$ cat src/rtl/vga_console_if.sv
// -----------------------------------------------------------------------------
// vga_console_if
// Bundles the CPU command handshake and the text-mode VRAM ports of the
// console engine.
//   cmd_valid / cmd_ready : command handshake, accept on valid & ready
//   cmd_op                : 0=PUTC, 1=CLEAR, 2=SETCOLOR, 3=SETPOS
//   cmd_data              : command operand
//   vram_we/waddr/wdata   : VRAM word write port (registered in the engine)
//   vram_raddr/rdata      : VRAM read port, rdata valid one cycle after raddr
// master = CPU/VRAM side, slave = console engine.
// -----------------------------------------------------------------------------
interface vga_console_if;
    logic        cmd_valid;
    logic        cmd_ready;
    logic [1:0]  cmd_op;
    logic [15:0] cmd_data;
    logic        vram_we;
    logic [31:0] vram_waddr;
    logic [31:0] vram_wdata;
    logic [31:0] vram_raddr;
    logic [31:0] vram_rdata;

    modport master (
        output cmd_valid, cmd_op, cmd_data, vram_rdata,
        input  cmd_ready, vram_we, vram_waddr, vram_wdata, vram_raddr
    );

    modport slave (
        input  cmd_valid, cmd_op, cmd_data, vram_rdata,
        output cmd_ready, vram_we, vram_waddr, vram_wdata, vram_raddr
    );
endinterface

$ cat src/rtl/vga_console.sv
// -----------------------------------------------------------------------------
// vga_console
// Command-driven text console engine. Turns PUTC / CLEAR / SETCOLOR / SETPOS
// commands into VRAM cell writes, tracks the cursor, wraps lines and scrolls
// the screen by copying VRAM up one row through the read port.
// Cell format: {4'b0, colour[11:0], 9'b0, ascii[6:0]}, address = row*COLS+col.
// Ports:
//   clk      : system clock, rising edge
//   clr      : synchronous active-high reset
//   bus      : command handshake and VRAM ports (slave modport)
//   cur_col  : current cursor column
//   cur_row  : current cursor row
//   busy     : engine not idle
// -----------------------------------------------------------------------------
module vga_console #(
    parameter int          COLS          = 80,
    parameter int          ROWS          = 50,
    parameter logic [11:0] DEFAULT_COLOR = 12'hFFF
) (
    input  logic              clk,
    input  logic              clr,
    vga_console_if.slave      bus,
    output logic [6:0]        cur_col,
    output logic [5:0]        cur_row,
    output logic              busy
);

    typedef logic [15:0] addr_t;

    localparam addr_t COPY_LAST  = addr_t'(COLS * (ROWS - 1) - 1);
    localparam addr_t CELL_LAST  = addr_t'(COLS * ROWS - 1);
    localparam addr_t SCROLL_SRC = addr_t'(COLS);
    localparam logic [6:0] COL_MAX = 7'(COLS - 1);
    localparam logic [5:0] ROW_MAX = 6'(ROWS - 1);

    localparam logic [1:0] OP_PUTC     = 2'd0;
    localparam logic [1:0] OP_CLEAR    = 2'd1;
    localparam logic [1:0] OP_SETCOLOR = 2'd2;
    localparam logic [1:0] OP_SETPOS   = 2'd3;

    localparam logic [6:0] CH_LF    = 7'h0A;
    localparam logic [6:0] CH_CR    = 7'h0D;
    localparam logic [6:0] CH_BS    = 7'h08;
    localparam logic [6:0] CH_SPACE = 7'h20;

    typedef enum logic [2:0] {
        S_IDLE,
        S_PUTC,     // issue the character write
        S_ADV,      // move the cursor, possibly start a scroll
        S_COPY_RD,  // scroll: read address presented
        S_COPY_WR,  // scroll: read data valid, write it one row up
        S_BLANK,    // scroll: blank the last row
        S_CLEAR     // blank the whole screen
    } state_t;

    function automatic logic [31:0] cell_word(input logic [11:0] color, input logic [6:0] ch);
        return {4'b0000, color, 9'b0_0000_0000, ch};
    endfunction

    state_t      state_r, state_s;
    logic [6:0]  col_r, col_s;
    logic [5:0]  row_r, row_s;
    logic [11:0] color_r, color_s;
    logic [6:0]  ch_r, ch_s;
    addr_t       addr_r, addr_s;
    logic        vram_we_r, vram_we_s;
    addr_t       waddr_r, waddr_s;
    logic [31:0] wdata_r, wdata_s;
    addr_t       raddr_r, raddr_s;

    logic        cmd_ready_s;
    logic        cmd_fire_s;
    logic        printable_s;
    logic        row_inc_s;
    logic        scroll_s;
    addr_t       cell_addr_s;
    logic        unused_ok_s;

    assign cmd_ready_s = (state_r == S_IDLE) & ~clr;
    assign cmd_fire_s  = bus.cmd_valid & cmd_ready_s;
    assign printable_s = (ch_r != CH_LF) & (ch_r != CH_CR) & (ch_r != CH_BS);
    assign row_inc_s   = (ch_r == CH_LF) | (printable_s & (col_r == COL_MAX));
    assign scroll_s    = row_inc_s & (row_r == ROW_MAX);
    assign cell_addr_s = addr_t'(row_r) * addr_t'(COLS) + addr_t'(col_r);
    // Operand bits the command set never looks at.
    assign unused_ok_s = ^{bus.cmd_data[15:14], bus.cmd_data[7]};

    assign bus.cmd_ready  = cmd_ready_s;
    assign bus.vram_we    = vram_we_r;
    assign bus.vram_waddr = {16'h0000, waddr_r};
    assign bus.vram_wdata = wdata_r;
    assign bus.vram_raddr = {16'h0000, raddr_r};
    assign cur_col        = col_r;
    assign cur_row        = row_r;
    assign busy           = (state_r != S_IDLE);

    // State register.
    always_ff @(posedge clk) begin
        if (clr) begin
            state_r <= S_IDLE;
        end else begin
            state_r <= state_s;
        end
    end

    // Next-state logic.
    always_comb begin
        state_s = state_r;
        case (state_r)
            S_IDLE: begin
                if (cmd_fire_s) begin
                    case (bus.cmd_op)
                        OP_PUTC:  state_s = S_PUTC;
                        OP_CLEAR: state_s = S_CLEAR;
                        default:  state_s = S_IDLE;
                    endcase
                end else begin
                    state_s = S_IDLE;
                end
            end
            S_PUTC:    state_s = S_ADV;
            S_ADV:     state_s = scroll_s ? S_COPY_RD : S_IDLE;
            S_COPY_RD: state_s = S_COPY_WR;
            S_COPY_WR: state_s = (addr_r == COPY_LAST) ? S_BLANK : S_COPY_RD;
            S_BLANK:   state_s = (addr_r == CELL_LAST) ? S_IDLE : S_BLANK;
            S_CLEAR:   state_s = (addr_r == CELL_LAST) ? S_IDLE : S_CLEAR;
            default:   state_s = S_IDLE;
        endcase
    end

    // Output and datapath next values; every VRAM output is registered below.
    always_comb begin
        col_s     = col_r;
        row_s     = row_r;
        color_s   = color_r;
        ch_s      = ch_r;
        addr_s    = addr_r;
        vram_we_s = 1'b0;
        waddr_s   = waddr_r;
        wdata_s   = wdata_r;
        raddr_s   = raddr_r;
        case (state_r)
            S_IDLE: begin
                if (cmd_fire_s) begin
                    case (bus.cmd_op)
                        OP_PUTC:     ch_s    = bus.cmd_data[6:0];
                        OP_CLEAR:    addr_s  = 16'd0;
                        OP_SETCOLOR: color_s = bus.cmd_data[11:0];
                        OP_SETPOS: begin
                            col_s = (bus.cmd_data[6:0] > COL_MAX) ? COL_MAX : bus.cmd_data[6:0];
                            row_s = (bus.cmd_data[13:8] > ROW_MAX) ? ROW_MAX : bus.cmd_data[13:8];
                        end
                        default: ch_s = ch_r;
                    endcase
                end else begin
                    ch_s = ch_r;
                end
            end
            S_PUTC: begin
                if (printable_s) begin
                    vram_we_s = 1'b1;
                    waddr_s   = cell_addr_s;
                    wdata_s   = cell_word(color_r, ch_r);
                end else begin
                    vram_we_s = 1'b0;
                end
            end
            S_ADV: begin
                if ((ch_r == CH_LF) || (ch_r == CH_CR)) begin
                    col_s = 7'd0;
                end else if (ch_r == CH_BS) begin
                    col_s = (col_r != 7'd0) ? (col_r - 7'd1) : col_r;
                end else if (col_r == COL_MAX) begin
                    col_s = 7'd0;
                end else begin
                    col_s = col_r + 7'd1;
                end
                // Row stays at the bottom line while the screen scrolls.
                if (scroll_s) begin
                    addr_s  = 16'd0;
                    raddr_s = SCROLL_SRC;
                end else if (row_inc_s) begin
                    row_s = row_r + 6'd1;
                end else begin
                    row_s = row_r;
                end
            end
            S_COPY_RD: begin
                vram_we_s = 1'b0;
            end
            S_COPY_WR: begin
                // Read data for addr_r+COLS is valid now; next read is issued alongside.
                vram_we_s = 1'b1;
                waddr_s   = addr_r;
                wdata_s   = bus.vram_rdata;
                addr_s    = addr_r + 16'd1;
                if (addr_r != COPY_LAST) begin
                    raddr_s = addr_r + 16'd1 + SCROLL_SRC;
                end else begin
                    raddr_s = raddr_r;
                end
            end
            S_BLANK: begin
                vram_we_s = 1'b1;
                waddr_s   = addr_r;
                wdata_s   = cell_word(color_r, CH_SPACE);
                if (addr_r == CELL_LAST) begin
                    row_s = ROW_MAX;
                end else begin
                    addr_s = addr_r + 16'd1;
                end
            end
            S_CLEAR: begin
                vram_we_s = 1'b1;
                waddr_s   = addr_r;
                wdata_s   = cell_word(color_r, CH_SPACE);
                if (addr_r == CELL_LAST) begin
                    col_s = 7'd0;
                    row_s = 6'd0;
                end else begin
                    addr_s = addr_r + 16'd1;
                end
            end
            default: begin
                vram_we_s = 1'b0;
            end
        endcase
    end

    // Datapath and registered VRAM outputs.
    always_ff @(posedge clk) begin
        if (clr) begin
            col_r     <= 7'd0;
            row_r     <= 6'd0;
            color_r   <= DEFAULT_COLOR;
            ch_r      <= 7'd0;
            addr_r    <= 16'd0;
            vram_we_r <= 1'b0;
            waddr_r   <= 16'd0;
            wdata_r   <= 32'd0;
            raddr_r   <= 16'd0;
        end else begin
            col_r     <= col_s;
            row_r     <= row_s;
            color_r   <= color_s;
            ch_r      <= ch_s;
            addr_r    <= addr_s;
            vram_we_r <= vram_we_s;
            waddr_r   <= waddr_s;
            wdata_r   <= wdata_s;
            raddr_r   <= raddr_s;
        end
    end

endmodule

$ cat src/flat_wrapper.sv
// flat-port wrapper written by rule: the top's interface ports become plain ports
module vga_console_flat 
#(
    parameter int          COLS          = 80,
    parameter int          ROWS          = 50,
    parameter logic [11:0] DEFAULT_COLOR = 12'hFFF
)
  (clk, clr, cur_col, cur_row, busy, bus_cmd_valid, bus_cmd_op, bus_cmd_data, bus_vram_rdata, bus_cmd_ready, bus_vram_we, bus_vram_waddr, bus_vram_wdata, bus_vram_raddr);
  vga_console_if bus_i ();
  input  logic clk;
  input  logic clr;
  output logic [6:0] cur_col;
  output logic [5:0] cur_row;
  output logic busy;
  input wire logic [$bits(bus_i.cmd_valid)-1:0] bus_cmd_valid;
  input wire logic [$bits(bus_i.cmd_op)-1:0] bus_cmd_op;
  input wire logic [$bits(bus_i.cmd_data)-1:0] bus_cmd_data;
  input wire logic [$bits(bus_i.vram_rdata)-1:0] bus_vram_rdata;
  output wire logic [$bits(bus_i.cmd_ready)-1:0] bus_cmd_ready;
  output wire logic [$bits(bus_i.vram_we)-1:0] bus_vram_we;
  output wire logic [$bits(bus_i.vram_waddr)-1:0] bus_vram_waddr;
  output wire logic [$bits(bus_i.vram_wdata)-1:0] bus_vram_wdata;
  output wire logic [$bits(bus_i.vram_raddr)-1:0] bus_vram_raddr;
  assign bus_i.cmd_valid = bus_cmd_valid;
  assign bus_i.cmd_op = bus_cmd_op;
  assign bus_i.cmd_data = bus_cmd_data;
  assign bus_i.vram_rdata = bus_vram_rdata;
  assign bus_cmd_ready = bus_i.cmd_ready;
  assign bus_vram_we = bus_i.vram_we;
  assign bus_vram_waddr = bus_i.vram_waddr;
  assign bus_vram_wdata = bus_i.vram_wdata;
  assign bus_vram_raddr = bus_i.vram_raddr;
  vga_console #(.COLS(COLS), .ROWS(ROWS), .DEFAULT_COLOR(DEFAULT_COLOR)) u_core (.clk(clk), .clr(clr), .bus(bus_i), .cur_col(cur_col), .cur_row(cur_row), .busy(busy));
endmodule
$ cat config.mk
export PLATFORM = sky130hd
export DESIGN_NAME = vga_console_flat
export DESIGN_NICKNAME = d
export VERILOG_FILES = /design/src/rtl/vga_console_if.sv /design/src/rtl/vga_console.sv /design/src/flat_wrapper.sv
export SDC_FILE = /design/constraint.sdc
export NUM_CORES = 1
export LEC_CHECK = 0
export CELL_PAD_IN_SITES_DETAIL_PLACEMENT = 0
export CELL_PAD_IN_SITES_GLOBAL_PLACEMENT = 1
export CORE_ASPECT_RATIO = 1.75
export CORE_MARGIN = 3
export CORE_UTILIZATION = 33
export DETAILED_ROUTE_END_ITERATION = 8
export PLACE_DENSITY_LB_ADDON = 0.1
export SETUP_SLACK_MARGIN = 0.3
export SYNTH_ARGS = -nofsm -noshare
export SYNTH_HDL_FRONTEND = slang
export SYNTH_SLANG_ARGS = --single-unit
$ cat constraint.sdc
create_clock -name clk -period 3.1 [get_ports clk]
set_clock_uncertainty 0.15 [all_clocks]
set_input_delay 0.775 -clock clk [delete_from_list [all_inputs] [get_ports clk]]
set_output_delay 0.775 -clock clk [all_outputs]
set_load 0.1 [all_outputs]
# Word-level counts from Yosys, hierarchy flattened
# Index checks and enable logic that the tools add are counted.
dict set report totals {
  in_bits 53
  output_inout_bits 112
  elab_cells 118
  regBits 116
}
dict set report classes {
  eq_ne 32
  magnitude_cmp 2
  n_mux 38
  mul 1
  reduce_logical 21
  n_addsub 6
  bitwise 8
}
# op count
set op_table {}
lappend op_table {{2-to-1 mux 16 bit} 7}
lappend op_table {{one-hot mux 32 bit (3 select lines)} 1}
lappend op_table {{one-hot mux 16 bit (2 select lines)} 2}
lappend op_table {{one-hot mux 16 bit (4 select lines)} 1}
lappend op_table {{2-to-1 mux 7 bit} 8}
lappend op_table {{2-to-1 mux 6 bit} 7}
lappend op_table {{== test 16 x 12 -> 1 bit, second input constant} 2}
lappend op_table {{2-to-1 mux 32 bit} 1}
lappend op_table {{one-hot mux 6 bit (4 select lines)} 1}
lappend op_table {{== test 7 x 4 -> 1 bit, second input constant} 3}
lappend op_table {{inequality test 7 x 4 -> 1 bit, second input constant} 3}
lappend op_table {{one-hot mux 3 bit (7 select lines)} 1}
lappend op_table {{one-hot mux 7 bit (3 select lines)} 1}
lappend op_table {{adder 16 x 1 -> 16 bit, second input constant} 1}
lappend op_table {{adder 16 x 7 -> 16 bit, second input constant} 1}
lappend op_table {{inequality test 16 x 12 -> 1 bit, second input constant} 1}
lappend op_table {{adder 13 x 7 -> 14 bit} 1}
lappend op_table {{inequality test 2 x 1 -> 1 bit, second input constant} 7}
lappend op_table {{2-to-1 mux 3 bit} 4}
lappend op_table {{AND reduction 5 bit} 2}
lappend op_table {{== test 3 bit, second input constant} 3}
lappend op_table {{multiplier 6 x 3 -> 9 bit, second input constant} 1}
lappend op_table {{AND reduction 3 bit} 3}
lappend op_table {{nonzero test 3 bit} 3}
lappend op_table {{30 further kinds} 43}

# Longest topological paths before layout
dict set report depth {
  ltp_word 8
  depth_mapped 11
  depth_no_buf 11
}

# Worst setup path before layout
# No wires, ideal clock.
dict set report synth_path {
  path_kind {reg-to-output}
  start {register u_core.state_r[1]}
  end {output port bus_cmd_ready}
  setup_slack_ns -0.744
  stages_incl_launch_ff 6
  arrival_time_ns 2.919
  t_required_ns 2.175
  path_buffers 2
  cell_sequence {dfxtp_1 -> clkbuf_1 -> clkbuf_1 -> nor2_1 -> nand2_1 -> nor2_1}
}
dict set report synth_via {
  elab_chain_len 2
}
# item line
set synth_rtl {}
lappend synth_rtl {{start, declared} vga_console.sv:60} ;# state_t state_r, state_s;
lappend synth_rtl {{start signal, assigned} vga_console.sv:102} ;# state_r <= state_s;
lappend synth_rtl {{logical NOT 3 bit} vga_console.sv:79} ;# assign cmd_ready_s = (state_r == S_IDLE) & ~clr;
lappend synth_rtl {{AND 1 bit} vga_console.sv:79}
lappend synth_rtl {{end, declared} flat_wrapper.sv:19} ;# output wire logic [$bits(bus_i.cmd_ready)-1:0] bus_cmd_ready;
# No other way between the ends.

# Worst setup path after layout
dict set report layout_path {
  start {register u_core.addr_r[0]}
  end {register u_core.raddr_r[15]}
}
dict set report layout_via {
  elab_chain_len 4
  elab_cells_between_ends 7
  classes_between {2 x add/sub; 2 x eq/ne; 2 x mux; 1 x reduce/logical}
}
# item line
set layout_rtl {}
lappend layout_rtl {{start, declared} vga_console.sv:65} ;# addr_t addr_r, addr_s;
lappend layout_rtl {{start signal, assigned} vga_console.sv:247} ;# addr_r <= addr_s;
lappend layout_rtl {{adder 16 x 1 -> 16 bit} vga_console.sv:198} ;# raddr_s = addr_r + 16'd1 + SCROLL_SRC;
lappend layout_rtl {{adder 16 x 7 -> 16 bit} vga_console.sv:198}
lappend layout_rtl {{2-to-1 mux 16 bit} vga_console.sv:197} ;# if (addr_r != COPY_LAST) begin
lappend layout_rtl {{one-hot mux 16 bit (2 select lines)} vga_console.sv:142} ;# case (state_r)
lappend layout_rtl {{end signal, assigned} vga_console.sv:251} ;# raddr_r <= raddr_s;
lappend layout_rtl {{end, declared} vga_console.sv:69} ;# addr_t raddr_r, raddr_s;
# Parallel ways exist; a longest one is shown, timed or not. The select of a mux whose other input is x is not followed.
# A chain may end at the register's enable or synchronous reset.

==> results.sh <==
export IMPL_muxShareOfSynthArea_pct=1.54
export IMPL_timing_final_hold_violations=0
export IMPL_register_area_um2=2360
export IMPL_synthSimpleGateAreaFrac_pct=23.7
export IMPL_fp_dieH_um=192
export IMPL_yosysMostFrequentCell="nor2_1"
export IMPL_gr_total_overflow=0
export IMPL_worstSetupStartpointType="flop"
export IMPL_num_vias=6507
export IMPL_p_per_area_nw_per_um2=482
export IMPL_syn_to_final_growth_pct=31.4
export IMPL_gp_congestion=0.834
export IMPL_routed_via_density=5.46
export IMPL_synth_top_area_share_pct=35.6
export IMPL_use_met2_pct=37.5
export IMPL_clk_insertion_delay_late_ns=0.42
export IMPL_portBuffers=130
export IMPL_rsz0062_at_grt="yes"
export IMPL_htree_num_levels=4
export IMPL_ys_seq_elements=116
export IMPL_p_total_mw=4.13
export IMPL_ys_seq_area_share_pct=35.6
export IMPL_yosys_top_cells_count="nor2_1 (134), dfxtp_1 (116), nand2_1 (81)"
export IMPL_grt_pass1_vias=6368
export IMPL_setup_tns_ns=0
export IMPL_final_cells=1192
export IMPL_synth_edff_count=0
export IMPL_post_route_util_pct=44.4
export IMPL_cp_end_kind="flop"
export IMPL_avgSynthCellArea_um2=7.98
export IMPL_diodes=0
export IMPL_whs_ns=0.302
export IMPL_setup_violations=0
export IMPL_synth_compound_area_share_pct=22.3
export IMPL_multiInputGateArea_um2=3900
export IMPL_critical_path_class="reg2reg"
export IMPL_crit_arrival_ns=2.92
export IMPL_critical_path_cell_chain="ha_1 > buf_4 > and3_4 > a311o_1 > a21oi_2 > o211ai_1 > o311ai_2 > o41ai_2 > a221o_1"
export IMPL_cts_sinks=116
export IMPL_critical_path_slowest_cell="dfxtp_4"
export IMPL_path_max_fanout=9
export IMPL_cts_hold_buf=0
export IMPL_cp_slowest_stage_delay_ns=0.38
export IMPL_syn_cell_area_um2=6520
export IMPL_die_w_um=112
export IMPL_wl_per_cell_um=18.7
export IMPL_maxCapViolations=0
export IMPL_grt_first_pass_wirelength_um=34400
export IMPL_clockRootBuffer="clkbuf_16"
export IMPL_drc_errors=0
export IMPL_maxSlewViolCount=0
export IMPL_tritoncts="built"
export IMPL_synth_top_family_by_area="simple AND/OR/NAND/NOR gates"
export IMPL_post_route_period_util_pct=89.3
export IMPL_internal_power_mw=2.83
export IMPL_final_nets=1016
export IMPL_yosysWarnings=0
export IMPL_p_seq_share_pct=38.0
export IMPL_ys_top_cells_by_area="dfxtp_1 (36%), nor2_1 (7.7%), nand2_1 (4.7%)"
export IMPL_met3_usage_pct=3.94
export IMPL_required_ns=3.25
export IMPL_cts_made_buffers=17
export IMPL_p_switching_mw=1.30
export IMPL_pre_cts_slack_ns=0.176
export IMPL_async_flop_share_pct=0
export IMPL_syn_inst=817
export IMPL_cp_num_buf_inv=1
export IMPL_synth_xor_area_share_pct=4.30
export IMPL_drive_above_1_share_pct=20.8
export IMPL_ant_nets=0
export IMPL_postPlaceCellArea_um2=7920
export IMPL_sw_frac_of_total_pct=31.5
export IMPL_drtIter0Drc=345
export IMPL_combPwrFrac_pct=19.2
export IMPL_power_leakage_nw=3.43
export IMPL_period_minus_slack_ns=2.77
export IMPL_track_usage_pct=20.3
export IMPL_yosys_area_top_type="dfxtp_1"
export IMPL_io_pins=165
export IMPL_crit_family="compound AO/OA/AOI/OAI gates"
export IMPL_fin_ws_ns=0.330
export IMPL_clock_fmax_ghz=0.361
export IMPL_top_usage_layer="met2"
export IMPL_placedCellCount=1162
export IMPL_slew_limit_headroom_pct=50.1
export IMPL_cts_max_path_buffers=2
export IMPL_clk_pin_slew_ns=0.05
export IMPL_wirelength_um=22300
export IMPL_drt_pass1_iter_count=7
export IMPL_clockPowerShare_pct=42.8
export IMPL_synth_cell_type_count=81
export IMPL_irDropWorstVdd_v=0.000321
export IMPL_dieArea_um2=21500
export IMPL_coreArea_um2=19300
export IMPL_finalInstanceArea_um2=8570
export IMPL_grt_max_degree=57
export IMPL_synthFlopType="dfxtp_1"
export IMPL_worst_pin_slew_ns=0.743
export IMPL_fill_cells=1991
export IMPL_outcome="finished, final reports clean"
export IMPL_antenna_found_initial=0
export IMPL_initial_core_util_pct=33.8
export IMPL_synth_adder_area_share_pct=4.07
export IMPL_use_met1_pct=22.0
export IMPL_row_count=67
export IMPL_hpwl_um=16600
export IMPL_hold_path_class="reg2reg"
[layout make-up]
class                      count  share of cell area, %
tap                          241                   3.52
sequential                   116                   27.5
timing repair buffer         164                   16.5
multi-input combinational    626                   45.5
clock inverter                 5                  0.321
clock buffer                  22                   5.78
inverter                      18                  0.789
[power by group through the flow]
stage          clock network (mW)  logic, mW  registers [mW]
5_1_grt                      1.88      0.833            1.57
6_report                     1.77      0.793            1.57
3_5_place_dp                    0      0.789            1.60
3_3_place_gp                    0      0.785            1.60
2_1_floorplan                   0      0.409            1.79
4_1_cts                      1.82      0.791            1.57
[path summary, 6_finish.rpt]
check | start | end | slack [ns] | cells after the start
max reg2reg | u_core.addr_r[0] | u_core.raddr_r[15] | 0.33 | 9
min | u_core.raddr_r[5] | u_core.raddr_r[5] | 0.30 | 2
max | u_core.addr_r[0] | u_core.raddr_r[15] | 0.33 | 9
min reg2reg | u_core.raddr_r[5] | u_core.raddr_r[5] | 0.30 | 2
[worst min-delay path, delay by kind of cell, from the launching register on]
kind	cells	cell delay (ns)
DFF	1	0.31
AOI/OAI and AO/OA	1	0.05
and+or+nand+nor	1	0.05
[what timing repair did]
action / in CTS / in global routing
cloned: 0 / 1
setup buffers: 0 / 2
endpoints found under the setup margin: 4 / 39
resized for setup: 3 / 22
pin swaps: 1 / 6
[sequential cells by signal, summed over array words and instances (netlist names)]
register	cells
u_core.cur_row	6
u_core.color_r	12
u_core.addr_r	16
u_core.bus.vram_we	1
u_core.ch_r	7
u_core.waddr_r	16
u_core.bus.vram_wdata	32
u_core.state_r	3
u_core.cur_col	7
u_core.raddr_r	16
[placed cells by master (no fill, tap or decap), drive strengths merged, types with 17 or more instances in the layout]
cell / n
nor2: 135
dfxtp: 116
buf: 115
nand2: 82
clkdlybuf4s50: 49
a21oi: 44
conb: 32
o21ai: 30
nor3: 29
a22oi: 25
xnor2: 23
clkbuf: 22
nand3b: 19
inv: 18
ha: 18
nand3: 17
[cell families after synthesis]
| group | after synthesis |
|---|---|
| simple gates | 331 |
| compound gates | 200 |
| flops | 116 |
| buf+inv | 107 |
| xor+xnor | 32 |
| fa+ha+maj | 20 |
| mux | 10 |
| other cells | 1 |
[layer usage]
layer	part of all wire [%]	vias to the layer above	wire length [um]
met5	0	-	0
met4	3.7	0	817
met3	4.6	49	1020
met2	54	198	12100
met1	38	3142	8430
li1	-	3118	-
Power figures use the tool's default switching activity.
